### src/rtl/mux2_rr_arbiter.sv
// mux2_rr_arbiter: shares one registered WIDTH-bit output channel between two
// valid/ready requesters (A, B) using round-robin arbitration with a burst
// allowance. A source may keep the channel for up to BURST_LEN consecutive
// words while the other source is also requesting.
//
// Ports
//   clk, rst_n           rising-edge clock, asynchronous active-low reset
//   a_valid/a_data/a_ready   requester A handshake
//   b_valid/b_data/b_ready   requester B handshake
//   out_valid/out_data/out_ready  registered output handshake
//   out_sel              source of out_data (0=A, 1=B)
//
// BURST_LEN must lie in 1..15 (the burst counter is 4 bits wide).

// One bit of the 2:1 datapath mux (sel=0 -> a, sel=1 -> b).
module mux2_rr_lane (
  input  logic sel,
  input  logic a,
  input  logic b,
  output logic y
);
  assign y = sel ? b : a;
endmodule

module mux2_rr_arbiter #(
  parameter int WIDTH     = 8,
  parameter int BURST_LEN = 2
) (
  input  logic             clk,
  input  logic             rst_n,
  input  logic             a_valid,
  input  logic [WIDTH-1:0] a_data,
  output logic             a_ready,
  input  logic             b_valid,
  input  logic [WIDTH-1:0] b_data,
  output logic             b_ready,
  output logic             out_valid,
  output logic [WIDTH-1:0] out_data,
  input  logic             out_ready,
  output logic             out_sel
);

  localparam int CW = 4;
  localparam logic [CW-1:0] BL = CW'(BURST_LEN);

  typedef enum logic {SRC_A = 1'b0, SRC_B = 1'b1} src_e;

  // state
  logic             out_valid_q, out_valid_d;
  logic [WIDTH-1:0] out_data_q,  out_data_d;
  logic             out_sel_q,   out_sel_d;
  src_e             last_grant_q, last_grant_d;
  logic [CW-1:0]    burst_cnt_q, burst_cnt_d;

  // combinational
  logic             load_en;
  logic             grant_a, grant_b;
  logic             keep_last;
  src_e             gsrc;
  logic [WIDTH-1:0] mux_data;

  // 2:1 datapath, one lane per bit, select driven by the arbiter
  for (genvar i = 0; i < WIDTH; i++) begin : g_lane
    mux2_rr_lane u_lane (
      .sel (grant_b),
      .a   (a_data[i]),
      .b   (b_data[i]),
      .y   (mux_data[i])
    );
  end

  // Arbitration. A zero burst count only exists straight out of reset; it
  // means "no burst in progress", so a tie goes to the source opposite
  // last_grant (A, since last_grant resets to B).
  always_comb begin
    load_en   = !out_valid_q || out_ready;
    grant_a   = 1'b0;
    grant_b   = 1'b0;
    keep_last = (burst_cnt_q != '0) && (burst_cnt_q < BL);
    unique case ({a_valid, b_valid})
      2'b10:   grant_a = 1'b1;
      2'b01:   grant_b = 1'b1;
      2'b11: begin
        if (keep_last) begin
          grant_a = (last_grant_q == SRC_A);
          grant_b = (last_grant_q == SRC_B);
        end else begin
          grant_a = (last_grant_q == SRC_B);
          grant_b = (last_grant_q == SRC_A);
        end
      end
      default: ;
    endcase
    gsrc = grant_b ? SRC_B : SRC_A;
    // rst_n gate keeps both readies low for the whole reset window, when
    // the cleared out_valid would otherwise open load_en.
    a_ready = rst_n && load_en && grant_a;
    b_ready = rst_n && load_en && grant_b;
  end

  // Next state
  always_comb begin
    out_valid_d  = out_valid_q;
    out_data_d   = out_data_q;
    out_sel_d    = out_sel_q;
    last_grant_d = last_grant_q;
    burst_cnt_d  = burst_cnt_q;
    if (load_en) begin
      if (grant_a || grant_b) begin
        out_valid_d = 1'b1;
        out_data_d  = mux_data;
        out_sel_d   = grant_b;
        if (gsrc == last_grant_q) begin
          // saturate so a late-arriving other source wins immediately
          burst_cnt_d = (burst_cnt_q >= BL) ? BL : burst_cnt_q + 1'b1;
        end else begin
          burst_cnt_d  = CW'(1);
          last_grant_d = gsrc;
        end
      end else begin
        out_valid_d = 1'b0;
      end
    end
  end

  always_ff @(posedge clk or negedge rst_n) begin
    if (!rst_n) begin
      out_valid_q  <= 1'b0;
      out_data_q   <= '0;
      out_sel_q    <= 1'b0;
      last_grant_q <= SRC_B;
      burst_cnt_q  <= '0;
    end else begin
      out_valid_q  <= out_valid_d;
      out_data_q   <= out_data_d;
      out_sel_q    <= out_sel_d;
      last_grant_q <= last_grant_d;
      burst_cnt_q  <= burst_cnt_d;
    end
  end

  assign out_valid = out_valid_q;
  assign out_data  = out_data_q;
  assign out_sel   = out_sel_q;

endmodule
### config.mk
export PLATFORM = sky130hd
export DESIGN_NAME = mux2_rr_arbiter
export DESIGN_NICKNAME = d
export VERILOG_FILES = /design/src/rtl/mux2_rr_arbiter.sv
export SDC_FILE = /design/constraint.sdc
export NUM_CORES = 1
export LEC_CHECK = 0
export CAP_MARGIN = 20
export CORE_UTILIZATION = 46
export CTS_CLUSTER_DIAMETER = 80
export CTS_CLUSTER_SIZE = 10
export DETAILED_ROUTE_END_ITERATION = 12
export GPL_TIMING_DRIVEN = 0
export PLACE_DENSITY = 0.83
export SYNTH_ARGS = -nofsm -noshare
export SYNTH_HDL_FRONTEND = slang
export SYNTH_HIERARCHICAL = 1
export SYNTH_SLANG_ARGS = --single-unit
### constraint.sdc
create_clock -name clk -period 3.8 [get_ports clk]
set_input_delay 0.38 -clock clk [delete_from_list [all_inputs] [get_ports clk]]
set_output_delay 0.38 -clock clk [all_outputs]
set_load 0.005 [all_outputs]
# Yosys cells after proc, flatten, opt, wreduce, memory -nomap -nowiden
# Cells that the tools add are included.
dict set report op_classes {
  addsub 1
  order_cmp 2
  eq_ne 4
  muxes 16
  n_bitwise 2
  n_reduce_logical 10
}
# cell n
set ops {}
lappend ops {{$mux 1} 12}
lappend ops {{$mux 4} 2}
lappend ops {{$add 4x1->4 const B} 1}
lappend ops {{$eq 2x2->1 const B} 2}
lappend ops {{$ge 4x2->1 const B} 1}
lappend ops {{$logic_and 1x1->1} 4}
lappend ops {{$lt 4x2->1 const B} 1}
lappend ops {{$pmux 1 s2} 2}
lappend ops {{$reduce_bool 4->1} 1}
lappend ops {{$reduce_and 3->1} 1}
lappend ops {{$eq 2x1->1 const B} 1}
lappend ops {{$logic_or 1x1->1} 2}
lappend ops {{$not 1->1} 2}
lappend ops {{$reduce_and 2->1} 1}
lappend ops {{$eq 1x1->1} 1}
lappend ops {{$logic_not 1->1} 1}
dict set report word_totals {
  ff_bits 15
  in_bits 21
  out_inout_bits 12
  wordCells 40
}

# Longest topological paths before layout
# Gate-level depths: netlist of the first run.
dict set report logic_depth {
  ltp_word 8
  depth_mapped 9
  mapped_depth_nobuf 9
}

# Modules after synthesis
# The synthesis of the first run kept the hierarchy.
# mod instances cells_each area_each_um2 seq_area_each_um2
set modules_own_cells {}
lappend modules_own_cells {mux2_rr_arbiter 1 82 740.7 376.6}
lappend modules_own_cells {mux2_rr_lane 8 1 15.0 0.0}

# Worst setup path after synthesis of the first run
# Ideal clock, no wire load.
dict set report synth_timing {
  kind {register -> register}
  from {register burst_cnt_q[1]}
  to {register out_data_q[0], in the netlist out_data[0]}
  setup_time_ns 0.117
  arrival_time_ns 2.161
  required_ns 3.683
  setup_slack_ns 1.522
  path_stages_with_launch 10
  n_path_buf 0
  period_less_slack_ns 2.278
  path_cell_list {dfrtp_1 inv_1 ha_1 or4_4 xor2_1 nand2b_1 and2_1 mux2_4 nand2_1 nand2_1}
}
dict set report synth_between {
  word_cells_on_any_way 10
  cone_classes {1 x order compare; 5 x mux; 4 x reduce/logical}
}
# element line_no
set synth_rtl {}
lappend synth_rtl {{start: declaration} 53} ;# logic [CW-1:0] burst_cnt_q, burst_cnt_d;
lappend synth_rtl {{start signal: assignment} 138} ;# burst_cnt_q <= burst_cnt_d;
lappend synth_rtl {{$lt 4x2->1 or $reduce_bool 4->1 (tied branches)} 79} ;# keep_last = (burst_cnt_q != '0) && (burst_cnt_q < BL);
lappend synth_rtl {{$logic_and 1x1->1 *} 79}
lappend synth_rtl {{$mux 1 *} 84} ;# if (keep_last) begin
lappend synth_rtl {{$pmux 1 s2 *} 80} ;# unique case ({a_valid, b_valid})
lappend synth_rtl {{named net grant_b} 57} ;# logic grant_a, grant_b;
lappend synth_rtl {{$mux 1 *} 22} ;# assign y = sel ? b : a;
lappend synth_rtl {{named net mux_data[0]} 60} ;# logic [WIDTH-1:0] mux_data;
lappend synth_rtl {{end signal: assignment} 135} ;# out_data_q <= out_data_d;
lappend synth_rtl {{end: declaration} 50} ;# logic [WIDTH-1:0] out_data_q, out_data_d;
# The timed path passes the listed nets; every way through them passes the cells marked *.
# A chain may end at the register's enable or synchronous reset.

# Worst setup path after layout of the first run
dict set report layout_timing {
  from {register burst_cnt_q[1]}
  to {output b_ready}
}
dict set report layout_between {
  elab_chain_len 5
  word_cells_on_any_way 6
  cone_classes {1 x order compare; 2 x mux; 3 x reduce/logical}
}
# element line_no
set layout_lines {}
lappend layout_lines {{$lt 4x2->1 or $reduce_bool 4->1 (tied branches)} 79}
lappend layout_lines {{$logic_and 1x1->1 *} 79}
lappend layout_lines {{$mux 1 *} 84}
lappend layout_lines {{$pmux 1 s2 *} 80}
lappend layout_lines {{$logic_and 1x1->1 *} 98} ;# b_ready = rst_n && load_en && grant_b;
lappend layout_lines {{end: declaration} 36} ;# output logic b_ready,
# Mark *: on every way between the ends. The rest lies on a longest branch, timed or not.

==> results of run 1 <==
metal layers:
metal / GRT usage / routed length, um
met3: 0.0560 / 116
met1: 0.218 / 728
met5: 0 / 0
met2: 0.362 / 887
met4: 0.0788 / 17
placed cells by master, fill, tap and decap left out, drive strengths merged:
| cell | n |
|---|---|
| clkdlybuf4s50 | 31 |
| nand2 | 26 |
| dfrtp | 14 |
| clkbuf | 9 |
| mux2 | 8 |
| nor2 | 5 |
| a21oi | 3 |
| o21ai | 3 |
| ha | 3 |
| nand2b | 2 |
| and2 | 2 |
| inv | 2 |
| nand3 | 2 |
| o211ai | 2 |
| or4 | 2 |
| xor2 | 1 |
| and4 | 1 |
| nor3 | 1 |
| a211oi | 1 |
| o21a | 1 |
| nor2b | 1 |
| nor3b | 1 |
| a311oi | 1 |
| a32o | 1 |
| a21boi | 1 |
| dfstp | 1 |
sequential cells by signal, indices dropped and copies added (netlist names):
| name | count |
|---|---|
| out_valid | 1 |
| burst_cnt_q | 4 |
| last_grant_q | 1 |
| out_sel | 1 |
| out_data | 8 |
synth_stat cells:
library cell,number
nand2_1,26
a21oi_1,3
clkbuf_1,5
nor2_1,5
nor3b_1,1
inv_1,2
or4_2,1
o21ai_0,3
ha_1,3
o211ai_1,2
nand3_1,2
o21a_1,1
a21boi_0,1
a211oi_1,1
xor2_1,1
nor3_1,1
dfstp_2,1
nor2b_1,1
a32o_1,1
mux2_4,8
and2_1,2
nand2b_1,2
or4_4,1
and4_1,1
dfrtp_1,14
a311oi_2,1
logic make-up after synthesis:
group | after synthesis
fa+ha+maj | 3
simple gates | 43
flops | 15
buf+inv | 7
xor+xnor | 1
compound gates | 13
mux | 8
power by group through the flow:
stage	Sequential (mW)	Combinational [mW]	Clock, mW
detailed placement	0.245	0.296	0
global placement	0.241	0.286	0
global route	0.247	0.329	0.101
CTS	0.242	0.297	0.0934
finish	0.242	0.294	0.0904
floorplan	0.241	0.186	0
critical path: cells and delay by family (launching register included):
| kind | cells | cell delay (ps) |
|---|---|---|
| flip-flops | 1 | 420 |
| XOR/XNOR | 1 | 230 |
| adder cells (fa/ha/maj) | 1 | 170 |
| AND/OR/NAND/NOR | 3 | 790 |
| buffers and inverters | 2 | 580 |
metrics by stage:
stage	power [mW]	hold WS (ps)	utilization	cells	setup slack, ps
global route	0.677	505	0.704	150	803
floorplan	0.426	84.4	-	90	1520
detailed placement	0.541	464	0.689	146	1230
finish	0.626	485	0.704	150	961
global placement	0.527	458	0.689	146	1270
CTS	0.632	486	0.704	150	956
how the worst min path moves through the flow:
stage	startpoint	end
after floorplan	rst_n	burst_cnt_q[0]
after global placement	out_data[4]	out_data[4]
after detailed placement	out_data[0]	out_data[0]
after CTS	out_data[0]	out_data[0]
after global routing	out_data[0]	out_data[0]
final	out_data[0]	out_data[0]
area by class of cell:
type,instances,area share
buffer,5,0.0153
multi-input combinational,68,0.373
sequential,15,0.307
timing repair buffer,31,0.253
clock buffer,4,0.0214
inverter,2,0.00611
tap,25,0.0255
==> results_dict.tcl, run 1 <==
set metrics [dict create \
    antenna_found_initial 0 \
    worst_setup_path_end_kind "primary output" \
    grtUsageTotal 0.200 \
    drive_above_1_share 0.120 \
    power_density_nw_per_um2 509 \
    post_cts_buffers 0 \
    min_period_ps 2840 \
    synth_xor_area_frac 0.0102 \
    crit-reg2reg-capture "out_data[5]" \
    nets 150 \
    cap_violations 0 \
    grt_pass1_wl_um 2880 \
    root_buffer "clkbuf_4" \
    hold_path_class "register to register" \
    yosys.area_share.simple 0.231 \
    start_util 0.493 \
    fillers 139 \
    fmax_mhz 352 \
    clock_latency_ps 280 \
    pwr-share-seq 0.387 \
    r2r_cells 9 \
    synth_top_area_share 0.407 \
    clock_skew_ps 6.70 \
    grt_pass1_vias 683 \
    num_rows 15 \
    regToRegStartpoint "burst_cnt_q[1]" \
    avgViaCountPerCell 5.16 \
    r2r_slack_ps 1280 \
    multiInputGateArea_um2 458 \
    die-area_um2 2050 \
    crit_path_end "b_ready" \
    place_congestion 0.790 \
    clk_pin_slew_ps 90 \
    syn_area_um2 861 \
    num_io_pins 33 \
    cts_sinks 15 \
    relSlewSlack 0.517 \
    synth-seq-area-share 0.438 \
    p_leak_nw 0.559 \
    syn_avg_cell_area_um2 9.56 \
    crit_chain "inv_1, ha_1, or4_4, xor2_1, nand2b_1, and4_1, clkdlybuf4s50_1" \
    finalSetupTns_ps 0 \
    pwr-share-comb 0.469 \
    place_area_um2 1200 \
    crit_path_max_incr_delay_ps 500 \
    core_um2 1750 \
    slowest_stage "clkdlybuf4s50_1" \
    synth.area.top_cells "dfrtp_1 41%, mux2_4 14%, nand2_1 11%" \
    crit_type "register to primary output" \
    grt_max_degree 18 \
    fin_crit_sh 0.747 \
    power.switching_uw 209 \
    hold_viol_final 0 \
    syn_to_final_growth_pct 42.7 \
    wl_um 1750 \
    numPortBuffers 31 \
    post_cts_resized 0 \
    synth_seq_cells 15 \
    synth_cell_types 26 \
    regArea_um2 377 \
    htreeDepth 1 \
    die_x_um 45.3 \
    via_count 774 \
    p_clk_frac 0.144 \
    synth_fp_nets 114 \
    overflow 0 \
    synth_compound_area_frac 0.108 \
    synth-warning-count 6 \
    muxShareOfSynthArea 0.140 \
    drt_iter0_markers 9 \
    diodes 0 \
    drc_errors 0 \
    yosysTopAreaCell "dfrtp_1" \
    postSynthCellCount 90 \
    die_h_um 45.3 \
    numCtsBuffers 3 \
    cts_hold_buf 0 \
    wl_per_cell_um 11.7 \
    final_max_slew_viol_count 0 \
    critPathRequiredTime_ps 3420 \
    synth_top_family_by_area "simple AND/OR/NAND/NOR gates" \
    ctsLongestPathBuffers 2 \
    finalSetupViolations 0 \
    drtPass1Iterations 4 \
    p_int_uw 417 \
    swShare 0.333 \
    critical_path_arrival_ps 2460 \
    critPathLaunch "burst_cnt_q[1]" \
    detailed_place_hpwl_um 1350 \
    detail-route-antenna-nets 0 \
    worstHoldPathCells 2 \
    critPathMaxFanout 5 \
    cts_tree "done" \
    peakVddDrop_uv 343 \
    synth_adder_area_share 0.0436 \
    rsz0062_at_grt "false" \
    critPathLaunchType "register" \
    fin_area_um2 1230 \
    status "complete, no violations" \
    worstMarginPinSlew_ps 722 \
]
(Power assumes the default switching activity.)
==> run 2, diff against run 1 <==
--- a/config.mk
+++ b/config.mk
@@ -6,12 +6,12 @@
 export NUM_CORES = 1
 export LEC_CHECK = 0
 export CAP_MARGIN = 20
-export CORE_UTILIZATION = 46
+export CORE_UTILIZATION = 42
 export CTS_CLUSTER_DIAMETER = 80
 export CTS_CLUSTER_SIZE = 10
 export DETAILED_ROUTE_END_ITERATION = 12
 export GPL_TIMING_DRIVEN = 0
-export PLACE_DENSITY = 0.83
+export PLACE_DENSITY = 0.77
 export SYNTH_ARGS = -nofsm -noshare
 export SYNTH_HDL_FRONTEND = slang
 export SYNTH_HIERARCHICAL = 1
==> constraint.sdc (replaced) <==
create_clock -name clk -period 2.9 [get_ports clk]
set_input_delay 0.29 -clock clk [delete_from_list [all_inputs] [get_ports clk]]
set_output_delay 0.29 -clock clk [all_outputs]
set_load 0.005 [all_outputs]
==> run 2 against run 1 <==
  * Non-clock buffer count unchanged
  * Clock skew down 4.3 ps
  * Utilization shrank 6.6 points
  * Worst hold slack worse by 73 ps
  * Global-route usage fell by 2.4 points
  * Sequential cell count unchanged
  * Clock power up 34%
==> results_dict.tcl, run 2 (synthesized netlist as in run 1, its figures left out) <==
set metrics [dict create \
    hold_path_class "input port to register" \
    die-area_um2 2230 \
    avgViaCountPerCell 4.94 \
    place_area_um2 1200 \
    syn_to_final_growth_pct 43.9 \
    fmax_mhz 370 \
    critPathLaunchType "register" \
    detail-route-antenna-nets 0 \
    nets 150 \
    wl_um 1770 \
    min_period_ps 2700 \
    crit_type "register to primary output" \
    worst_setup_path_end_kind "primary output" \
    hold_viol_final 0 \
    grtUsageTotal 0.176 \
    overflow 0 \
    final_max_slew_viol_count 0 \
    finalSetupTns_ps 0 \
    clock_latency_ps 280 \
    diodes 0 \
    clk_pin_slew_ps 90 \
    drtPass1Iterations 4 \
    p_leak_nw 0.560 \
    via_count 751 \
    numCtsBuffers 3 \
    drive_above_1_share 0.128 \
    slowest_stage "clkdlybuf4s50_1" \
    crit_path_max_incr_delay_ps 490 \
    grt_max_degree 18 \
    fin_area_um2 1240 \
    most-common-layout-cells "31 x clkdlybuf4s50_1, 26 x nand2_1, 14 x dfrtp_1" \
    fin_crit_sh 0.932 \
    largest_reg_flops 8 \
    clock_skew_ps 2.41 \
    die_x_um 47.3 \
    place_congestion 0.675 \
    rsz0062_at_grt "false" \
    drc_errors 0 \
    final_common_cell "clkdlybuf4s50_1" \
    finalSetupViolations 0 \
    power_density_nw_per_um2 673 \
    numPortBuffers 31 \
    wl_per_cell_um 11.6 \
    detailed_place_hpwl_um 1290 \
    cts_tree "done" \
    htreeDepth 1 \
    worstMarginPinSlew_ps 717 \
    cap_violations 0 \
    core_um2 1940 \
    grt_pass1_vias 646 \
    critPathMaxFanout 5 \
    ctsLongestPathBuffers 2 \
    peakVddDrop_uv 351 \
    path_buf_inv 2 \
    cts_sinks 15 \
    critical_path_arrival_ps 2410 \
    root_buffer "clkbuf_4" \
    critPathRequiredTime_ps 2610 \
    num_io_pins 33 \
    antenna_found_initial 0 \
    grt_pass1_wl_um 2730 \
    status "complete, no violations" \
    path_delay_family "simple AND/OR/NAND/NOR gates" \
    num_rows 16 \
    cts_hold_buf 0 \
    start_util 0.443 \
    crit_chain "inv_1, ha_1, or4_4, xor2_2, nand2b_1, and4_1, clkdlybuf4s50_1" \
    drt_iter0_markers 11 \
    die_h_um 47.3 \
    relSlewSlack 0.520 \
]
==> run 2: cell types whose count changed in the layout (fill, tap and decap cells not counted) <==
cell | previous run | this run
xor2_1 | 1 | 0
xor2_2 | 0 | 1
==> run 2: worst min-delay path, cell delays in order <==
cell	delay (ps)
clkbuf_1	180
nor2_1	130
nand2_1	60
==> run 2: power breakdown <==
group	switching (mW)	internal (mW)	total [mW]
Combinational	0.165	0.230	0.395
Sequential	0.0476	0.270	0.318
Clock	0.0674	0.0533	0.121
==> run 2: final timing paths <==
check	from	endpoint	slack [ps]	cells past startpoint
worst min-delay path	a_valid	out_valid	410	3
worst max register to register	burst_cnt_q[1]	out_data[3]	430	9
min in group asynchronous	rst_n	burst_cnt_q[2]	430	1
max in group asynchronous	rst_n	out_data[2]	2020	1
worst max-delay path	burst_cnt_q[1]	b_ready	200	7
worst min register to register	out_data[2]	out_data[2]	490	2
==> run 2: layout make-up <==
type | count | area, um2
timing repair buffer | 31 | 310
clock buffer | 4 | 26.3
tap | 27 | 33.8
sequential | 15 | 377
inverter | 2 | 7.51
fill | 178 | 703
buffer | 5 | 18.8
multi-input combinational | 68 | 465
==> run 2: metrics by stage <==
stage          total power [mW]  hold WS [ps]  worst slack (ps)  std cells   util
6_report                  0.833           412               197        152  0.638
5_1_grt                   0.901           455              45.8        152  0.638
4_1_cts                   0.832           419               129        152  0.634
3_5_place_dp              0.704           465               390        148  0.620
3_3_place_gp              0.691           457               445        148  0.620
2_1_floorplan             0.559         -5.59               622         90      -
==> run 2: repair_timing <==
action / in CTS / in global routing
buffers inserted: 0 / 0
setup endpoints to repair: 0 / 1
resized for setup: 0 / 1
hold endpoints to repair: 0 / 0
==> run 2: metal layers <==
layer / wire [um] / GRT usage
met5: 0 / 0
met1: 757 / 0.218
met3: 104 / 0.0500
met2: 903 / 0.299
met4: 0 / 0.0514
